`config.mk`:
```
export PLATFORM = sky130hd
export DESIGN_NAME = fifo_drain_serializer
export DESIGN_NICKNAME = d
export VERILOG_FILES = /design/src/rtl/fifo_drain_serializer.sv
export SDC_FILE = /design/constraint.sdc
export NUM_CORES = 1
export LEC_CHECK = 0
export BUFFER_PORTS_ARGS = -buffer_cell sky130_fd_sc_hd__buf_2
export CAP_MARGIN = 10
export CORE_MARGIN = 2
export CORE_UTILIZATION = 30
export CTS_BUF_LIST = sky130_fd_sc_hd__clkbuf_4
export CTS_CLUSTER_SIZE = 20
export DETAILED_ROUTE_END_ITERATION = 10
export PLACE_DENSITY = 0.56
export SYNTH_ARGS = -nofsm -noshare
export SYNTH_HDL_FRONTEND = slang
export SYNTH_SLANG_ARGS = --single-unit
```
`constraint.sdc`:
```
create_clock -name clk_i -period 1.7 [get_ports clk_i]
set_input_delay 0.17 -clock clk_i [delete_from_list [all_inputs] [get_ports clk_i]]
set_output_delay 0.17 -clock clk_i [all_outputs]
set_load 0.01 [all_outputs]
```
`src/rtl/fifo_drain_serializer.sv`:
```
// Read-side controller for the sync FIFO: pops one word at a time and shifts it
// out one bit per valid/ready handshake on a serial stream.
module fifo_drain_serializer #(
    parameter int WIDTH     = 4,
    parameter int CNT_WIDTH = 16,
    parameter bit MSB_FIRST = 1'b0
) (
    input  logic                 clk_i,
    input  logic                 rst_i,
    input  logic                 enable_i,
    input  logic                 fifo_empty_i,
    input  logic                 fifo_wr_en_i,
    input  logic [WIDTH-1:0]     fifo_rdata_i,
    output logic                 fifo_rd_en_o,
    output logic                 ser_data_o,
    output logic                 ser_valid_o,
    output logic                 ser_last_o,
    input  logic                 ser_ready_i,
    output logic                 busy_o,
    output logic [CNT_WIDTH-1:0] word_cnt_o
);

    localparam int BW = (WIDTH > 1) ? $clog2(WIDTH) : 1;

    typedef enum logic [1:0] {IDLE, LOAD, SHIFT} state_t;

    state_t               state_q, state_d;
    logic [WIDTH-1:0]     shreg_q;
    logic [BW-1:0]        bit_cnt_q;
    logic [CNT_WIDTH-1:0] word_cnt_q;
    logic                 pop_ok;
    logic                 hs;
    logic                 last_bit;

    // The FIFO drops reads issued alongside a write, so a write request blocks the pop.
    assign pop_ok   = enable_i && !fifo_empty_i && !fifo_wr_en_i;
    assign last_bit = (bit_cnt_q == BW'(WIDTH - 1));

    always_comb begin
        state_d      = state_q;
        fifo_rd_en_o = 1'b0;
        ser_valid_o  = 1'b0;
        ser_last_o   = 1'b0;
        hs           = 1'b0;
        case (state_q)
            IDLE: begin
                fifo_rd_en_o = pop_ok;
                if (pop_ok) state_d = LOAD;
            end
            LOAD: state_d = SHIFT;
            SHIFT: begin
                ser_valid_o = 1'b1;
                ser_last_o  = last_bit;
                hs          = ser_ready_i;
                if (hs && last_bit) begin
                    fifo_rd_en_o = pop_ok;
                    state_d      = pop_ok ? LOAD : IDLE;
                end
            end
            default: state_d = IDLE;
        endcase
        // The pop request is combinational from FIFO flags; keep it quiet during reset.
        if (rst_i) fifo_rd_en_o = 1'b0;
    end

    assign ser_data_o = ser_valid_o && (MSB_FIRST ? shreg_q[WIDTH-1] : shreg_q[0]);
    assign busy_o     = (state_q != IDLE);
    assign word_cnt_o = word_cnt_q;

    always_ff @(posedge clk_i) begin
        if (rst_i) begin
            state_q    <= IDLE;
            shreg_q    <= '0;
            bit_cnt_q  <= '0;
            word_cnt_q <= '0;
        end else begin
            state_q <= state_d;
            if (state_q == LOAD) begin
                shreg_q   <= fifo_rdata_i;
                bit_cnt_q <= '0;
            end else if (hs) begin
                shreg_q   <= MSB_FIRST ? (shreg_q << 1) : (shreg_q >> 1);
                bit_cnt_q <= last_bit ? '0 : bit_cnt_q + BW'(1);
                if (last_bit) word_cnt_q <= word_cnt_q + CNT_WIDTH'(1);
            end
        end
    end

endmodule
```
# --- Word-level counts from Yosys, hierarchy flattened ---
# Cells that the tools add are included.
op_classes:
  bitwise: 1
  reduce_logical: 12
  n_mux: 13
  n_mul: 0
  eq_ne: 5
  n_div: 0
  add_sub_neg: 2
  order_cmp: 0
  shift: 0
op_table:
  columns: ["op", "count"]
  rows:
  - ["$add A16 B1 Y16 const B", 1]
  - ["$mux W4", 2]
  - ["$mux W1", 6]
  - ["$mux W2", 3]
  - ["$pmux W2 S3", 1]
  - ["$eq A2 B2 Y1 const B", 2]
  - ["$logic_and A1 B1 Y1", 4]
  - ["$ne A2 B2 Y1 const B", 2]
  - ["$reduce_bool A2 Y1", 2]
  - ["$reduce_and A3 Y1", 1]
  - ["$add A2 B1 Y2 const B", 1]
  - ["$eq A2 B1 Y1 const B", 1]
  - ["$logic_not A1 Y1", 2]
  - ["$logic_not A2 Y1", 1]
  - ["$pmux W1 S2", 1]
  - ["$reduce_and A2 Y1", 1]
  - ["$reduce_or A2 Y1", 1]
  - ["$not A1 Y1", 1]
totals:
  romBits: 0
  reg_bits: 24
  latchBits: 0
  memories: 0
  ramBits: 0
  output_inout_bits: 21
  in_bits: 10

# --- Longest topological paths before layout ---
depth:
  ltp_word: 6
  depth_mapped: 6
  mapped_depth_nobuf: 5

# --- Worst setup path after synthesis ---
# OpenSTA, ideal clock, no wires.
synth_timing:
  path_type: "flip-flop to flip-flop"
  from: "register word_cnt_q[0] (netlist: word_cnt_o[0])"
  to: "register word_cnt_q[14] (netlist: word_cnt_o[14])"
  path_slack_ns: -0.064
  period_less_slack_ns: 1.764
  n_path_buf: 0
  stages_incl_launch_ff: 6
  arrival_time_ns: 1.693
  setup_time_ns: 0.070
  path_cell_list: "dfxtp_1 -> ha_1 -> nand3_1 -> or3_4 -> or4_1 -> a21oi_1"
synth_between:
  elab_chain_len: 1
synth_rtl:
  columns: ["item", "line", "source"]
  rows:
  - ["start, declared", "30", "logic [CNT_WIDTH-1:0] word_cnt_q;"]
  - ["start signal, assigned", "84", "if (last_bit) word_cnt_q <= word_cnt_q + CNT_WIDTH'(1);"]
  - ["$add A16 B1 Y16", "84", null]
# Every way passes these cells.
# A chain may end at the register's enable or synchronous reset.

# --- Final worst setup path ---
# Same ends and word-level chain as after synthesis.

==> insert_results.sql <==
INSERT INTO impl_metrics (metric_group, metric, value, unit) VALUES
('placement', 'gp_congestion', '0.7386', ''),
('route', 'finalWirelength', '2562', 'um'),
('yosys', 'yosys_register_bits', '24', ''),
('yosys', 'synthesis.nets', '139', ''),
('route', 'via_count', '1060', ''),
('pwr', 'switching_share', '20.15', '%'),
('yosys', 'postSynthAreaPerCell', '8.739', 'um2'),
('worst_setup_path', 'capturing_element_type_of_the_critical_path', 'register', ''),
('pwr', 'power_share_of_the_sequential_group', '54.9', '%'),
('pwr', 'combinationalPowerShare', '4.9', '%'),
('pwr', 'power.internal', '826.0', 'uW'),
('placement', 'detailed_place_hpwl', '1896', 'um'),
('timing', 'post-route-period-util', '99.41', '%'),
('placement', 'dpl_cell_area', '0.001430', 'mm2'),
('route', 'detail_route.wl_per_cell', '11.70', 'um'),
('worst_setup_path', 'worstSetupStartpointType', 'register', ''),
('worst_setup_path', 'setup.worst_path.class', 'reg -> reg', ''),
('floorplanning', 'num_rows', '22', ''),
('pwr', 'vdd.ir_drop.worst', '0.0004230', 'V'),
('clocking', 'clock-sinks', '24', ''),
('yosys', 'post_synth_mux_area_share', '3.833', '%'),
('pwr', 'p_switching', '208.5', 'uW'),
('global_route', 'grtUsageTotal', '13.26', '%'),
('yosys', 'mappedNetlistArea', '0.001110', 'mm2'),
('route', 'drt_first_iter_violations', '46', ''),
('yosys', 'synthesis_warning_total', '0', ''),
('timing', 'max-slew-margin-rel', '67.40', '%'),
('clocking', 'clkLatencyLatePin', '320', 'ps'),
('floorplanning', 'fp.dieH', '64.82', 'um'),
('yosys', 'seq_area_frac_synth', '43.29', '%'),
('yosys', 'synth_compound_gate_area_share', '11.16', '%'),
('worst_setup_path', 'critPathArrivalTime', '1940', 'ps'),
('status', 'run_status', 'completed', ''),
('clocking', 'htree_levels', '1', ''),
('flow_run', 'timing.max_cap.violations', '0', ''),
('worst_setup_path', 'register_to_register_setup_slack', '10', 'ps'),
('floorplanning', 'start_util', '30.78', '%'),
('worst_setup_path', 'r2r-start', 'word_cnt_o[0]$_SDFFE_PP0P_', ''),
('timing', 'maxClockFrequency', '0.5917', 'GHz'),
('worst_setup_path', 'critical_path_required', '1950', 'ps'),
('floorplanning', 'floorplan.die_area', '0.004202', 'mm2'),
('route', 'antenna_nets_post_route', '0', ''),
('floorplanning', 'io_pins', '31', ''),
('pwr', 'finalPower', '1.034', 'mW'),
('clocking', 'cts_inserted_buffers', '3', ''),
('layout', 'insertedDiodeCount', '0', ''),
('clocking', 'cts.reportedPaths.clkPinSlew', '150', 'ps'),
('route', 'via_per_inst', '4.840', ''),
('yosys', 'synth-adder-area-share', '2.255', '%'),
('global_route', 'grt_first_pass_wirelength', '4478', 'um'),
('floorplanning', 'chipWidth', '64.82', 'um'),
('yosys', 'synth_xor_xnor_area_share', '6.313', '%'),
('timing', 'tightest_slew', '488.9', 'ps'),
('floorplanning', 'core', '0.003606', 'mm2'),
('global_route', 'gr-total-overflow', '0', ''),
('global_route', 'grt_antenna_before_repair', '0', ''),
('timing', 'finalCriticalPeriod', '1690', 'ps'),
('clocking', 'clock_path_buffers', '2', ''),
('timing', 'final_max_slew_viol_count', '0', ''),
('placement', 'io_buffers', '30', ''),
('route', 'drcViolationCount', '0', ''),
('layout', 'finalNetCount', '184', ''),
('global_route', 'grt_pass1_vias', '1076', ''),
('layout', 'layout-drive-gt1-share', '39.18', '%'),
('layout', 'layout.cell_area.non_filler', '0.001535', 'mm2'),
('worst_setup_path', 'startpoint', 'word_cnt_o[0]$_SDFFE_PP0P_', ''),
('yosys', 'largest_family_of_logic_cells_by_synthesized_area', 'simple AND/OR/NAND/NOR gates', ''),
('timing', 'report.final.setup_viol', '0', ''),
('timing', 'rsz0062_at_grt', 'true', ''),
('layout', 'layout-area-overhead-vs-synth', '38.33', '%'),
('timing', 'finalHoldViolations', '0', '');
synthesized netlist by cell type:
cell | instances | area [um2]
a211oi_1 | 2 | 15.01
a21oi_1 | 11 | 55.05
a22oi_1 | 3 | 22.52
and2_1 | 2 | 12.51
and3_1 | 3 | 18.77
and3b_1 | 1 | 8.760
buf_1 | 1 | 3.750
clkbuf_1 | 5 | 18.77
dfxtp_1 | 24 | 480.5
ha_1 | 2 | 25.02
inv_1 | 1 | 3.750
mux2_2 | 2 | 22.52
mux2i_1 | 2 | 20.02
nand2_1 | 9 | 33.78
nand3_1 | 7 | 35.03
nand3b_1 | 2 | 15.01
nand4_1 | 3 | 18.77
nand4b_2 | 1 | 15.01
nand4bb_1 | 1 | 11.26
nor2_1 | 13 | 48.80
nor2b_1 | 4 | 25.02
nor3_1 | 4 | 20.02
nor4_1 | 4 | 25.02
o21ai_0 | 3 | 15.01
o31ai_1 | 1 | 7.510
o41ai_1 | 1 | 8.760
or2_2 | 1 | 6.260
or3_1 | 3 | 18.77
or3_4 | 1 | 11.26
or4_1 | 1 | 7.510
or4b_2 | 1 | 10.01
xnor2_1 | 6 | 52.55
xor2_1 | 2 | 17.52
cells in the final DEF, fill, tap and decap left out, types with 4 or more instances in the layout:
cell type and count:
a21oi_1 11, nor4_1 4, nor2_1 13, nand2_1 9, buf_2 30, nand3_1 6, buf_4 16, dfxtp_1 18
xnor2_1 6, nor3_1 4, dfxtp_2 5
through the flow:
step	setup TNS (ps)	utilization (%)	instances	setup WS, ps
CTS	-2.439	42.30	219	-2.439
global placement	0	39.66	214	35.26
finish	0	42.57	219	9.976
global route	-98.83	42.57	219	-40.29
floorplan	0	-	127	13.35
detailed placement	-7.602	39.66	214	-7.602
flip-flops by register name, summed over array words and instances (netlist names):
signal and count:
word_cnt_o 16, shreg_q 4, bit_cnt_q 2, state_q 2
layer usage:
metal  GRT usage [%]  part of all wire [%]
met3           2.083                   3.8
met1           16.11                    46
met2           23.07                    50
met4           5.585                  0.23
met5               0                     0
repair_timing:
| action | CTS | global route |
|---|---|---|
| hold buffers | 0 | 0 |
| setup buffers | 1 | 0 |
| cloned | 0 | 0 |
| resized for setup | 7 | 4 |
| pin swaps | 3 | 2 |
| setup endpoints to repair | 2 | 7 |
| endpoints found under the hold margin | 0 | 0 |
worst max-delay path: stages, from the launching register on:
cell and delay, ps:
dfxtp_4 390, ha_4 140, nand3_2 80, or3_4 410, or4_1 470, a21oi_1 120
worst paths after layout:
| path | end | cells past startpoint |
|---|---|---|
| worst max register to register | word_cnt_o[14]$_SDFFE_PP0P_ | 5 |
| worst min register to register | shreg_q[0]$_SDFFE_PP0P_ | 2 |
| worst min-delay path | shreg_q[3]$_SDFFE_PP0P_ | 3 |
| worst max-delay path | word_cnt_o[14]$_SDFFE_PP0P_ | 5 |
logic make-up after synthesis:
logic type | Yosys count
xor+xnor | 8
mux | 4
buf+inv | 7
fa+ha+maj | 2
flops | 24
compound gates | 21
simple gates | 61
power by group through the flow:
| stage | Combinational (mW) | Sequential [mW] | Clock, mW |
|---|---|---|---|
| after CTS | 0.0500 | 0.568 | 0.429 |
| after floorplan | 0.0243 | 0.580 | 0 |
| after global routing | 0.0570 | 0.569 | 0.451 |
| after global placement | 0.0461 | 0.579 | 0 |
| final | 0.0508 | 0.568 | 0.416 |
| after detailed placement | 0.0465 | 0.579 | 0 |
area by class of cell:
| type | instances | area [um2] |
|---|---|---|
| Sequential cell | 24 | 490.5 |
| Clock inverter | 1 | 30.03 |
| Inverter | 1 | 3.754 |
| Timing Repair Buffer | 46 | 270.3 |
| Clock buffer | 3 | 22.52 |
| Multi-Input combinational cell | 96 | 658.1 |
| Fill cell | 364 | 2071 |
| Tap cell | 48 | 60.06 |
No activity file was read; power rests on OpenSTA's default activity.
